File: config.mk
export PLATFORM = sky130hd
export DESIGN_NAME = mux_rr_scheduler
export DESIGN_NICKNAME = d
export VERILOG_FILES = /design/src/rtl/mux_sched_pkg.sv /design/src/rtl/mux_rr_scheduler_rr_pick.sv /design/src/rtl/mux_rr_scheduler.sv
export SDC_FILE = /design/constraint.sdc
export NUM_CORES = 1
export LEC_CHECK = 0
export ABC_AREA = 1
export CAP_MARGIN = 25
export CORE_ASPECT_RATIO = 0.8
export CORE_MARGIN = 3
export CORE_UTILIZATION = 43
export CTS_BUF_LIST = sky130_fd_sc_hd__clkbuf_4
export CTS_CLUSTER_SIZE = 8
export DETAILED_ROUTE_END_ITERATION = 7
export DONT_BUFFER_PORTS = 1
export PLACE_DENSITY = 0.59
export SLEW_MARGIN = 20
export SYNTH_ARGS = -nofsm -noshare
export SYNTH_HDL_FRONTEND = slang
export SYNTH_SLANG_ARGS = --single-unit
File: constraint.sdc
create_clock -name clk -period 9 [get_ports clk]
set_input_delay 0 -clock clk [delete_from_list [all_inputs] [get_ports clk]]
set_output_delay 0 -clock clk [all_outputs]
set_load 0.01 [all_outputs]
File: src/rtl/mux_sched_pkg.sv
// Shared types and default sizing for the round-robin mux scheduler.
package mux_sched_pkg;

    localparam int NUM_REQ_DEF = 31;
    localparam int DATA_W_DEF  = 2;
    localparam int SEL_W_DEF   = 5;

    typedef enum logic [1:0] {
        IDLE    = 2'd0,
        SELECT  = 2'd1,
        CAPTURE = 2'd2,
        HOLD    = 2'd3
    } state_t;

endpackage

File: src/rtl/mux_rr_scheduler_rr_pick.sv
// Combinational round-robin picker: first set request at or above rr_ptr, wrapping.
module rr_pick
    import mux_sched_pkg::*;
#(
    parameter int NUM_REQ = NUM_REQ_DEF,
    parameter int SEL_W   = SEL_W_DEF
) (
    input  logic [NUM_REQ-1:0] req,
    input  logic [SEL_W-1:0]   rr_ptr,
    output logic               any_req,
    output logic [SEL_W-1:0]   winner
);

    logic [NUM_REQ-1:0] rot;
    logic [SEL_W-1:0]   offset;
    logic [SEL_W:0]     sum;

    assign any_req = |req;

    always_comb begin
        // NOTE: every variable gets a default first so no path leaves it unassigned (no latch).
        offset = '0;
        // Rotating the doubled vector puts rr_ptr at bit 0; wrap-around comes for free.
        rot = NUM_REQ'({req, req} >> rr_ptr);
        for (int i = NUM_REQ - 1; i >= 0; i--) begin
            if (rot[i]) begin
                offset = SEL_W'(i);
            end
        end
        sum = {1'b0, rr_ptr} + {1'b0, offset};
        if (sum >= (SEL_W + 1)'(NUM_REQ)) begin
            sum = sum - (SEL_W + 1)'(NUM_REQ);
        end
        winner = sum[SEL_W-1:0];
    end

endmodule

File: src/rtl/mux_rr_scheduler.sv
// Round-robin scheduler driving a shared combinational mux and returning
// the selected data through a valid/ready port.
module mux_rr_scheduler
    import mux_sched_pkg::*;
#(
    parameter int NUM_REQ = NUM_REQ_DEF,
    parameter int DATA_W  = DATA_W_DEF,
    parameter int SEL_W   = SEL_W_DEF
) (
    input  logic               clk,
    input  logic               rst,
    input  logic [NUM_REQ-1:0] req,
    output logic [NUM_REQ-1:0] gnt,
    output logic [SEL_W-1:0]   mux_sel,
    input  logic [DATA_W-1:0]  mux_out,
    output logic [DATA_W-1:0]  data_out,
    output logic [SEL_W-1:0]   src_id,
    output logic               data_valid,
    input  logic               data_ready
);

    state_t           state;
    state_t           state_next;
    logic [SEL_W-1:0] rr_ptr;
    logic [SEL_W-1:0] ptr_next;
    logic             any_req;
    logic [SEL_W-1:0] winner;
    logic             accept;

    rr_pick #(
        .NUM_REQ (NUM_REQ),
        .SEL_W   (SEL_W)
    ) u_rr_pick (
        .req     (req),
        .rr_ptr  (rr_ptr),
        .any_req (any_req),
        .winner  (winner)
    );

    assign accept   = data_valid && data_ready;
    assign ptr_next = (mux_sel == SEL_W'(NUM_REQ - 1)) ? '0 : mux_sel + SEL_W'(1);

    // NOTE: sequential state uses non-blocking assignments so all registers update together.
    always_ff @(posedge clk or posedge rst) begin
        if (rst) begin
            state <= IDLE;
        end else begin
            state <= state_next;
        end
    end

    always_comb begin
        state_next = state;
        case (state)
            IDLE:    if (any_req) state_next = SELECT;
            SELECT:  state_next = CAPTURE;
            CAPTURE: state_next = HOLD;
            HOLD:    if (accept) state_next = IDLE;
            default: state_next = IDLE;
        endcase
    end

    always_comb begin
        gnt = '0;
        if (state == CAPTURE) begin
            gnt = NUM_REQ'(1) << mux_sel;
        end
    end

    // The served requester drops to lowest priority by moving rr_ptr just past it.
    always_ff @(posedge clk or posedge rst) begin
        if (rst) begin
            mux_sel    <= '0;
            data_out   <= '0;
            src_id     <= '0;
            data_valid <= 1'b0;
            rr_ptr     <= '0;
        end else begin
            case (state)
                IDLE: begin
                    if (any_req) begin
                        mux_sel <= winner;
                    end
                end
                CAPTURE: begin
                    data_out   <= mux_out;
                    src_id     <= mux_sel;
                    data_valid <= 1'b1;
                    rr_ptr     <= ptr_next;
                end
                HOLD: begin
                    if (accept) begin
                        data_valid <= 1'b0;
                    end
                end
                default: ;
            endcase
        end
    end

endmodule

# == Yosys cells after proc, flatten, opt, wreduce, memory -nomap -nowiden ==
# Cells that the tools add are included.
# op_classes
eq_ne,6
addsub,3
n_shift,2
n_mux,39
n_reduce_logical,7
order_cmp,1
# op_table
operator,n
$mux W5,33
$shr A62 B5 Y31,1
$mux W31,1
$reduce_or A31 Y1,1
$shl A1 B5 Y31 const A,1
$pmux W2 S4,1
$add A5 B5 Y6,1
$ge A6 B5 Y1 const B,1
$reduce_and A2 Y1,3
$add A5 B1 Y5 const B,1
$eq A5 B5 Y1 const B,1
$sub A5 B5 Y5 const B,1
$eq A2 B2 Y1 const B,2
$mux W2,2
$ne A2 B2 Y1 const B,2
$eq A2 B1 Y1 const B,1
$logic_not A2 Y1,1
$pmux W1 S2,1
$reduce_bool A2 Y1,1
$logic_and A1 B1 Y1,1
$mux W1,1
# word_totals
word_cells,64
out_inout_bits,44
inputBits,36
reg_bits,20

# == Logic depth before layout (Yosys ltp) ==
# Gate-level depths: netlist of the first run.
# logic_depth
ltp_word,35
mapped_depth,48
mapped_depth_nobuf,47

# == Cells and area by module ==
# Synthesis of the first run repeated with hierarchy kept, for this count alone.
# hier_totals
hier_cells,678
area_unflattened_um2,3648.5
# by_module_without_submodules
module,cells_per_inst,seq_area_each_um2,n_inst,area_each_um2
rr_pick,517,0.0,1,2454.9
mux_rr_scheduler,161,500.5,1,1193.6

# == Worst setup path after synthesis of the first run ==
# OpenSTA, ideal clock, no wires.
# synth_timing
path_kind,register -> register
startpoint,register rr_ptr[2]
endpoint,register mux_sel[3]
t_required_ns,8.861
arrival_ns,3.984
path_buffers,1
setup_ns,0.139
path_stages_with_launch,47
slack_ns,4.877
cell_sequence,dfrtp_1 inv_1 buf_1 nand3_1 nand3_1 nand2_1 nand2_1 nand2_1 nand2_1 nand2_1 nand2_1 nand2_1 nand2_1 nand2_1 nand2_1 nand2_1 nand2_1 nand2_1 [... 11 more ...] nand2_1 nand2_1 nand2_1 nand2_1 nand2_1 nand2_1 a21oi_1 ha_1 fa_1 a21oi_1 o21ai_0 xor2_1 nand4_1 nand2_1 nand4_1 xnor2_1 nand2_1 o21ai_0
# synth_between
elab_chain_len,35
elab_cells_between_ends,36
classes_between,2 x add/sub; 1 x order compare; 1 x shift; 32 x mux
# synth_rtl
element,line_no,source
start: declaration,mux_rr_scheduler.sv:24,logic [SEL_W-1:0] rr_ptr;
start signal: assignment,mux_rr_scheduler.sv:89,rr_ptr <= ptr_next;
$shr A62 B5 Y31,mux_rr_scheduler_rr_pick.sv:24,"rot = NUM_REQ'({req, req} >> rr_ptr);"
$mux W5 (31 in series),mux_rr_scheduler_rr_pick.sv:26,if (rot[i]) begin
$add A5 B5 Y6 (*),mux_rr_scheduler_rr_pick.sv:30,"sum = {1'b0, rr_ptr} + {1'b0, offset};"
$sub A5 B5 Y5 / $ge A6 B5 Y1 (equally long branches),"mux_rr_scheduler_rr_pick.sv:32, mux_rr_scheduler_rr_pick.sv:31",
$mux W5 (*),mux_rr_scheduler_rr_pick.sv:31,if (sum >= (SEL_W + 1)'(NUM_REQ)) begin
end signal: assignment,mux_rr_scheduler.sv:82,mux_sel <= winner;
end: declaration,mux_rr_scheduler.sv:14,"output logic [SEL_W-1:0] mux_sel,"
# Mark *: on every way between the ends. The rest lies on a longest branch, timed or not.
# A chain may end at the register's enable or synchronous reset.

# == Worst setup path in the final report of the first run ==
# Ends and elaborated chain as after synthesis.

==> run metrics, run 1 <==
combinational share of power=85.7%; Site Rows=29; number of max-cap violations=0; Gates resized, CTS repair=0; count of cells along the worst register-to-register path=42; reg-to-reg critical path endpoint=mux_sel[3]; Setup TNS=0 ns; internal power=612 µW; # H-tree levels=1; Synth top cells by count=203 x nand2_1, 163 x nand3_1, 61 x nor2_1, 50 x inv_1, 35 x o21ai_0; synth top area cells=nand3_1 23%, nand2_1 21%, dfrtp_1 14%; clock-pin transition on the worst setup and hold timing paths=0.12 ns; clock share of power=2.7%; clock latency reported for the late side of the worst-skew pair=0.31 ns; number of port buffers=0; DRC violation count after routing=0; startpoint of the most critical hold path=data_ready; Core Footprint=8020 µm²; worst vdd ir=0.000196 V; number of standard cells in the layout, taps in and fillers out=751; leading register cell type out of synthesis=dfrtp_1; Critical R2R Launch=rr_ptr[2]; final hold violations=0; highest cell delay on the worst timing path=0.97 ns; Initial DRT Pass Iterations=5; WP data required=9.18 ns; clock tree from TritonCTS=done; diode insertion count for antenna repair=0; area delta synth->final=1.78%; Syn Std Cell Area=3590 µm²; CTS buffer count=3; average instance area after synthesis=5.37 µm²; share of final-layout standard cells stronger than drive strength 1=1.71%; vias in the first global route=3937; kind of start point of the critical path=flip-flop; max-slew violation count=0; routed vias/inst=5.83; worst hold stages=3; Hold Crit Class=in2reg; library cell with the highest instance count after synthesis=nand2_1; clk sink count=20; total wirelength of the detailed-routed design=11.4 mm; crit share post-route=64.2%; pin count of the biggest net entering global routing=38; instance area at placement=3570 µm²; Syn. warnings=0; Highest Clock Rate=173 MHz; number of storage elements in the synthesis netlist=20; first-pass GRT wire length=18.9 mm; Switching Share=63.8%; number of buffer and inverter stages on the critical path=1; CP arrival=5.96 ns; initial antenna violation count=0; overall fraction of global-route tracks in use=24.3%; setup skew after layout=0.00643 ns; cell type of the slowest stage on the worst timing path=dfrtp_1; sequential fraction of the synthesis area=14.0%; Hold Path End=state[1]; Sequential Power Share=11.6%; total gr overflow=0; cell area power density=464 nW/µm²; die width=108 µm; transition time at the pin with the least slew margin=0.946 ns; count of flip-flops with a built-in enable after synthesis=0; result of the run=finished, final reports clean; library cells used by synthesis=32; detailed router's first-iteration violation count=458; Placed Cells=742; Synth top area share=22.7%; worst setup path class=reg2reg; die span in y=87.7 µm; net switching power=1080 µW; maximum fanout encountered on the critical timing path=33; average wire per standard cell=15.1 µm; critical path endpoint category=flip-flop; cell type group with the largest total delay on the critical path=simple AND/OR/NAND/NOR gates; weighted congestion reported at the end of routability-driven placement=0.961; total via count in the routed design=4375; Die Footprint=9480 µm²; Max Root-Sink Buffers=2; R2R Setup Slk=3.22 ns; Async S/R FF share, synth=100%; leakage power summed over all cells=0.00175 µW; setup repair after global routing missed its margin=no; cell count after synthesis=668; Final setup viols=0; biggest area consumer among synthesized cells=nand3_1; post-synth net total=721; cell occurring most often along the worst timing path=nand2_1; Starting Density=44.7%; buffer cell driving the clock tree root=clkbuf_4; Final min period=5.78 ns; Post CTS Setup Buffer Count=0; normalized max-slew margin=36.8%; count of nets after finishing=697; number of top-level pins=80; Final ANT Viol Nets=0; design area=3650 µm²; DP HPWL=9.09 mm
==> layout by cell type, fill, tap and decap left out, types with 5 or more instances in the layout <==
| cell type | instances |
|---|---|
| o22ai_1 | 6 |
| nor4_1 | 7 |
| nand4_1 | 5 |
| xor2_1 | 5 |
| dfrtp_1 | 20 |
| nand2_1 | 203 |
| a21boi_0 | 5 |
| o21ai_0 | 35 |
| o21ai_1 | 10 |
| nand3_1 | 163 |
| o21a_1 | 9 |
| ha_1 | 16 |
| nor2_1 | 61 |
| inv_1 | 50 |
| a31oi_1 | 8 |
| nor3_1 | 5 |
| a21oi_1 | 8 |
==> worst max-delay path by stage <==
stage                 end       from  depth (start not counted)  slack, ns
6_report       mux_sel[3]  rr_ptr[2]                         42       3.22
3_3_place_gp   mux_sel[3]  rr_ptr[2]                         42       3.44
2_1_floorplan  mux_sel[3]  rr_ptr[2]                         46       4.88
3_5_place_dp   mux_sel[3]  rr_ptr[2]                         42       3.33
4_1_cts        mux_sel[3]  rr_ptr[2]                         42       3.31
5_1_grt        mux_sel[3]  rr_ptr[2]                         44       2.52
==> worst register-to-register path, delay by kind of cell (launching register included) <==
kind	cells	cell delay, ns
compound gates	6	0.79
xor+xnor	2	0.33
fa+ha+maj	2	0.62
buf+inv	1	0.71
flops	1	0.97
simple gates	31	2.21
==> through the flow <==
| step | worst slack, ns | hold slack [ns] | power (µW) | util [%] |
|---|---|---|---|---|
| after detailed placement | 3.33 | 0.0696 | 1610 | 44.5 |
| after global placement | 3.44 | 0.0683 | 1600 | 44.5 |
| after global routing | 2.52 | 0.0857 | 1910 | 45.5 |
| after floorplan | 4.88 | -0.0362 | 1320 | - |
| after CTS | 3.31 | 0.0610 | 1670 | 45.3 |
| final | 3.22 | 0.0515 | 1690 | 45.5 |
==> cell type report <==
type,count,area (µm²)
Clock buffer,3,22.5
Clock inverter,1,3.75
Fill cell,870,4370
Inverter,54,203
Multi-Input combinational cell,557,2710
Sequential cell,20,500
Tap cell,108,135
Timing Repair Buffer,8,77.6
==> routing by layer <==
layer  vias to the layer above  wire length (µm)  track usage (%)
li1                       2179                 -                -
met1                      1945              5100             33.8
met2                       234              5170             41.8
met3                        17               941             2.14
met4                         0               146             4.70
met5                         -                 0                0
==> cell families (layout without fill, tap and decap cells) <==
family / Yosys count / in the layout / synth area share (%)
XOR/XNOR: 7 / 7 / 1.71
AND/OR/NAND/NOR: 445 / 445 / 53.3
AO/OA/AOI/OAI: 88 / 88 / 14.3
flip-flops: 20 / 20 / 14.0
adder cells (fa/ha/maj): 17 / 17 / 6.14
buffers and inverters: 91 / 66 / 10.5
==> power by group through the flow <==
| stage | Sequential (µW) | Clock (µW) | Combinational, µW |
|---|---|---|---|
| 3_3_place_gp | 206 | 0 | 1400 |
| 6_report | 197 | 45.4 | 1450 |
| 3_5_place_dp | 206 | 0 | 1410 |
| 2_1_floorplan | 176 | 0 | 1150 |
| 5_1_grt | 206 | 48.1 | 1660 |
| 4_1_cts | 205 | 44.8 | 1420 |
==> flip-flops by register name, summed over array words and instances (netlist names) <==
name	count
data_valid	1
mux_sel	5
rr_ptr	5
data_out	2
state	2
src_id	5
==> what timing repair did <==
item,in CTS,in global routing
setup endpoints to repair,0,0
hold endpoints to repair,23,0
hold buffers,4,0
(Power assumes the default switching activity.)
==> run 2: changes to the inputs <==
Settings changed: ABC_AREA 1 to 0.
Clock period 9 ns to 5.5 ns, I/O delays scaled along.
==> run metrics, run 2 <==
post-synth net total=526 (-27%); initial antenna violation count=0 (unchanged); average instance area after synthesis=9.88 µm² (+84%); maximum fanout encountered on the critical timing path=15 (-55%); count of flip-flops with a built-in enable after synthesis=0 (unchanged); library cell with the highest instance count after synthesis=mux4_2; registers with the highest flip-flop counts=mux_sel (5), rr_ptr (5), src_id (5); share of final-layout standard cells stronger than drive strength 1=26.7% (+25 points); Site Rows=33 (+14%); worst path cell trace=buf_4 -> mux4_2 -> mux2_2 -> mux2_2 -> mux2_2 -> o21ai_1 -> a211oi_1 -> o21ai_0 -> o21ai_1 -> ha_1 -> fa_1 -> xor2_1 -> nand3_1 -> o21ai_1 -> nand4_1 -> xor2_1 -> o21ai_0; library cells used by synthesis=58 (+81%); final hold violations=0 (unchanged); pin count of the biggest net entering global routing=42 (+11%); first-pass GRT wire length=22.7 mm (+20%); cell count after synthesis=473 (-29%); critical path endpoint category=flip-flop; leakage power summed over all cells=0.00181 µW (+3.6%); buffer cell driving the clock tree root=clkbuf_4; CTS buffer count=3 (unchanged); DP HPWL=11.4 mm (+25%); number of port buffers=0 (unchanged); weighted congestion reported at the end of routability-driven placement=0.959 (-0.18%); Synth top area share=28.9% (+6.2 points); cell area power density=728 nW/µm² (+57%); number of max-cap violations=0 (unchanged); # H-tree levels=1 (unchanged); setup repair after global routing missed its margin=no; average wire per standard cell=24.4 µm (+61%); die width=123 µm (+13%); Most Used Layer, Global Route=met1; kind of start point of the critical path=flip-flop; Highest Clock Rate=197 MHz (+14%); leading register cell type out of synthesis=dfrtp_1; area delta synth->final=3.16%; Hold Crit Class=in2reg; Async S/R FF share, synth=100% (unchanged); DRC violation count after routing=0 (unchanged); Synth top cells by count=60 x mux4_2, 49 x mux2i_1, 38 x mux2_2, 32 x nand2_1, 31 x nor2_1; Syn. warnings=0 (unchanged); fill cell count=989 (+14%); Initial DRT Pass Iterations=5 (unchanged); clk sink count=20 (unchanged); worst setup path class=reg2reg; number of standard cells in the layout, taps in and fillers out=600 (-20%); cell type of the slowest stage on the worst timing path=dfrtp_2; Reg area=504 µm² (+0.75%); vias in the first global route=3956 (+0.48%); cell type group with the largest total delay on the critical path=multiplexers; sequential fraction of the synthesis area=10.7% (-3.2 points); Syn Std Cell Area=4670 µm² (+30%); GR Layer Usage met3=2.96% (+0.82 points); clock tree from TritonCTS=done; Starting Density=44.9% (+0.18 points); total via count in the routed design=4241 (-3.1%); max-slew violation count=0 (unchanged); leading cell types in the layout, fill and taps excluded=60 x mux4_2, 49 x mux2i_1, 38 x mux2_2; Final min period=5.07 ns (-0.707 ns); multi-input gate area in the final layout=3890 µm² (+44%); total wirelength of the detailed-routed design=14.6 mm (+29%); highest cell delay on the worst timing path=0.65 ns (-0.32 ns); biggest area consumer among synthesized cells=mux4_2; Core Footprint=10400 µm² (+30%); Post CTS Setup Buffer Count=0 (unchanged); number of top-level pins=80 (unchanged); synth top area cells=mux4_2 29%, dfrtp_1 11%, mux2i_1 10%; normalized max-slew margin=50.1% (+13 points); Final setup viols=0 (unchanged); Max Root-Sink Buffers=2 (unchanged); CP arrival=5.30 ns (-0.66 ns); clock latency reported for the late side of the worst-skew pair=0.30 ns (about the same); detailed router's first-iteration violation count=568 (+24%); diode insertion count for antenna repair=0 (unchanged); count of nets after finishing=514 (-26%); overall fraction of global-route tracks in use=23.7% (-0.65 points); worst vdd ir=0.000367 V (+87%); result of the run=finished, final reports clean; die span in y=99.2 µm (+13%); transition time at the pin with the least slew margin=0.748 ns (-0.198 ns); Setup TNS=0 ns (unchanged); WP data required=5.73 ns (-3.45 ns); number of buffer and inverter stages on the critical path=1 (unchanged); global-route met2 utilization=35.2% (-6.5 points); setup skew after layout=0.00509 ns (-0.00135 ns); Final ANT Viol Nets=0 (unchanged); crit share post-route=92.2% (+28 points); most common library cell in the layout ignoring fill and taps=mux4_2; routed vias/inst=7.07 (+21%); number of storage elements in the synthesis netlist=20 (unchanged); M1 GR Usage=37.9% (+4.1 points); Die Footprint=12200 µm² (+28%); clock-pin transition on the worst setup and hold timing paths=0.11 ns (about the same); total gr overflow=0 (unchanged); R2R Setup Slk=0.43 ns (-2.79 ns); Placed Cells=592 (-20%)
-- run 2: metal layers --
layer,vias up,share of wire (%),wire length [µm]
met5,-,0,0
li1,1836,-,-
met2,291,46,6700
met4,0,0.75,110
met1,2096,43,6300
met3,18,10,1520
-- run 2: worst reg2reg max path, delay by kind of cell (launching register included) --
family	cells	cell delay (ns)
xor+xnor	2	0.50
flops	1	0.65
compound gates	6	1.11
fa+ha+maj	2	0.62
simple gates	2	0.32
buf+inv	1	0.32
mux	4	1.48
-- run 2: path summary, 6_finish.rpt --
| check | startpoint | to | cells past startpoint |
|---|---|---|---|
| worst max-delay path | rr_ptr[2] | mux_sel[3] | 17 |
| worst min-delay path | data_ready | state[0] | 3 |
| worst max register to register | rr_ptr[2] | mux_sel[3] | 17 |
| worst min register to register | state[1] | state[1] | 1 |
| max in group asynchronous | rst | rr_ptr[3] | 2 |
| min in group asynchronous | rst | src_id[4] | 2 |
-- run 2: kinds of logic after synthesis --
kind of cell	synth area share (%)
simple gates	16.1
flops	10.7
mux	50.1
xor+xnor	1.31
buf+inv	5.92
compound gates	11.2
fa+ha+maj	4.71
-- run 2: area by class of cell --
class / instances / share of cell area [%]
clock inverters: 1 / 0.0779
repair buffers: 15 / 3.06
clock buffers: 3 / 0.467
inverters: 19 / 1.48
well taps: 140 / 3.63
multi-input cells: 402 / 80.8
flip-flops and latches: 20 / 10.5
-- run 2: timing repair --
| action | CTS | global route |
|---|---|---|
| hold buffers | 4 | 0 |
| endpoints found under the setup margin | 0 | 3 |
| gates resized for setup | 0 | 2 |
| endpoints found under the hold margin | 23 | 0 |
-- run 2: where the power goes --
group	internal, µW	switching [µW]	total (µW)
sequential	220	162	382
clock	26.4	43.4	69.9
combinational	1390	1660	3060
total	1640	1870	3510
-- run 2: per-stage QoR --
stage / util, % / hold slack, ns / cell area (µm²) / total power [µW] / setup slack, ns
final: 46.3 / 0.0365 / 4820 / 3510 / 0.430
after global routing: 46.3 / 0.0611 / 4820 / 3790 / 0.0293
after CTS: 46.3 / 0.0338 / 4820 / 3460 / 0.367
after detailed placement: 45.7 / 0.0526 / 4750 / 3370 / 0.398
after global placement: 45.7 / 0.0551 / 4750 / 3350 / 0.451
after floorplan: - / -0.0362 / 4670 / 2760 / 1.05
==> run 3: changes to the inputs <==
Settings changed: ABC_AREA 0 to 1, ABC_CLOCK_PERIOD_IN_PS set to 5500.
==> run metrics, run 3 (synthesized netlist as in run 1, its figures left out) <==
result of the run=finished, final reports clean; min setup slack post-route=0.617 ns (+0.188 ns); average wire per standard cell=15.2 µm (-38%); setup repair after global routing missed its margin=no; diode insertion count for antenna repair=0 (unchanged); most common library cell in the layout ignoring fill and taps=nand2_1; M1 WL=5.17 mm (-18%); vias in the first global route=3912 (-1.1%); Sequential Power Share=11.2% (+0.3 points); critical path endpoint category=flip-flop; net switching power=1760 µW (-5.7%); max-slew violation count=0 (unchanged); clock tree from TritonCTS=done; worst hold stages=3 (unchanged); Die Footprint=9480 µm² (-22%); worst setup path class=reg2reg; Core Footprint=8020 µm² (-23%); clk sink count=20 (unchanged); detailed router's first-iteration violation count=433 (-24%); Hold Crit Class=in2reg; Highest Clock Rate=205 MHz (+3.8%); share of final-layout standard cells stronger than drive strength 1=2.32% (-24 points); Final min period=4.88 ns (-0.188 ns); Fin Hold WS=0.0557 ns (+0.0191 ns); Starting Density=44.7% (-0.18 points); normalized max-slew margin=42.8% (-7.2 points); initial antenna violation count=0 (unchanged); total wirelength of the detailed-routed design=11.5 mm (-22%); maximum fanout encountered on the critical timing path=33 (+18); pin count of the biggest net entering global routing=37 (-12%); count of nets after finishing=700 (+36%); crit share post-route=88.8% (-3.4 points); die width=108 µm (-12%); final hold violations=0 (unchanged); Max Root-Sink Buffers=2 (unchanged); buffer cell driving the clock tree root=clkbuf_4; fill cell count=892 (-9.8%); Switching Share=63.4% (+10 points); Final setup viols=0 (unchanged); number of max-cap violations=0 (unchanged); number of top-level pins=80 (unchanged); CP arrival=5.05 ns (-0.25 ns); CTS buffer count=3 (unchanged); Initial DRT Pass Iterations=5 (unchanged); total gr overflow=0 (unchanged); cell area power density=756 nW/µm² (+3.9%); internal power=1020 µW (-38%); Site Rows=29 (-12%); minimum setup slack after placement=0.533 ns (+0.135 ns); area delta synth->final=2.55%; routed length on met2=5.02 mm (-25%); weighted congestion reported at the end of routability-driven placement=0.944 (-1.6%); # H-tree levels=1 (unchanged); DRC violation count after routing=0 (unchanged); clock latency reported for the late side of the worst-skew pair=0.30 ns (about the same); die span in y=87.7 µm (-12%); highest cell delay on the worst timing path=0.40 ns (-0.25 ns); Final ANT Viol Nets=0 (unchanged); first-pass GRT wire length=19.1 mm (-16%); leading cell types in the layout, fill and taps excluded=203 x nand2_1, 163 x nand3_1, 61 x nor2_1; clock-pin transition on the worst setup and hold timing paths=0.11 ns (about the same); overall fraction of global-route tracks in use=24.6% (+0.94 points); setup skew after layout=0.00149 ns (-0.00360 ns); kind of start point of the critical path=flip-flop; Setup TNS=0 ns (unchanged); DP HPWL=9.03 mm (-21%); Highest Signal Layer=met4; number of port buffers=0 (unchanged); registers with the highest flip-flop counts=mux_sel (5), rr_ptr (5), src_id (5); wire length on met3=1.07 mm (-29%); post-layout total power=2780 µW (-21%); cell type of the slowest stage on the worst timing path=dfrtp_1; WP data required=5.66 ns (-0.07 ns); transition time at the pin with the least slew margin=0.857 ns (+0.109 ns); worst vdd ir=0.000265 V (-28%); combinational share of power=86.3% (-0.8 points); leakage power summed over all cells=0.00177 µW (-2.7%); count of cells along the worst register-to-register path=43 (+26); cell occurring most often along the worst timing path=nand2_1; total via count in the routed design=4312 (+1.7%); routed vias/inst=5.72 (-19%); clock share of power=2.5% (+0.5 points)
## run 3: cell count changes in the layout (fill, tap and decap cells not counted), moves of 9 or more
| cell | change |
|---|---|
| nor2_1 | +30 |
| and2_1 | -18 |
| o21ai_0 | +23 |
| inv_1 | +34 |
| and3_1 | -9 |
| nand3_1 | +152 |
| nand2_1 | +171 |
| mux2_2 | -38 |
| mux2i_1 | -49 |
| nor3_1 | -10 |
| mux4_2 | -60 |
## run 3: layout make-up
| class | count | area, µm² | area share (%) |
|---|---|---|---|
| clock inverters | 1 | 3.75 | 0.102 |
| well taps | 108 | 135 | 3.67 |
| inverters | 54 | 210 | 5.72 |
| flip-flops and latches | 20 | 502 | 13.6 |
| repair buffers | 11 | 96.3 | 2.62 |
| clock buffers | 3 | 22.5 | 0.612 |
| multi-input cells | 557 | 2710 | 73.6 |
## run 3: power by group through the flow
stage,Clock [µW],Combinational (µW),Sequential (µW)
final,70.6,2400,311
after global routing,79.5,2750,323
after CTS,73.2,2370,306
after detailed placement,0,2350,308
after global placement,0,2320,309
after floorplan,0,1880,287
## run 3: path summary, 6_finish.rpt
path | slack (ns) | to | start
max | 0.62 | mux_sel[3] | rr_ptr[1]
min | 0.06 | state[0] | data_ready
max reg2reg | 0.62 | mux_sel[3] | rr_ptr[1]
min reg2reg | 0.56 | src_id[4] | src_id[4]
max in group asynchronous | 4.70 | rr_ptr[0] | rst
min in group asynchronous | 0.27 | state[1] | rst
## run 3: worst max-delay path: cells and delay by family, from the launching register on
kind / cells / cell delay, ns
xor+xnor: 2 / 0.35
fa+ha+maj: 2 / 0.60
buf+inv: 1 / 0.36
simple gates: 32 / 2.22
compound gates: 6 / 0.79
flops: 1 / 0.40
## run 3: what timing repair did
item / in CTS / in global routing
hold buffers: 4 / 0
resized for setup: 0 / 7
hold endpoints to repair: 23 / 0
buffers inserted: 0 / 0
setup endpoints to repair: 0 / 3
## run 3: routing by layer
layer	vias to the layer above	GRT usage, %
met5	-	0
met4	0	5.73
met3	22	3.76
met2	192	41.1
met1	1905	33.7
li1	2193	-
## run 3: through the flow
| stage | cell area, µm² | cells | util (%) |
|---|---|---|---|
| finish | 3680 | 754 | 45.9 |
| global route | 3680 | 754 | 45.9 |
| CTS | 3660 | 754 | 45.7 |
| detailed placement | 3600 | 746 | 44.9 |
| global placement | 3600 | 746 | 44.9 |
| floorplan | 3590 | 668 | - |
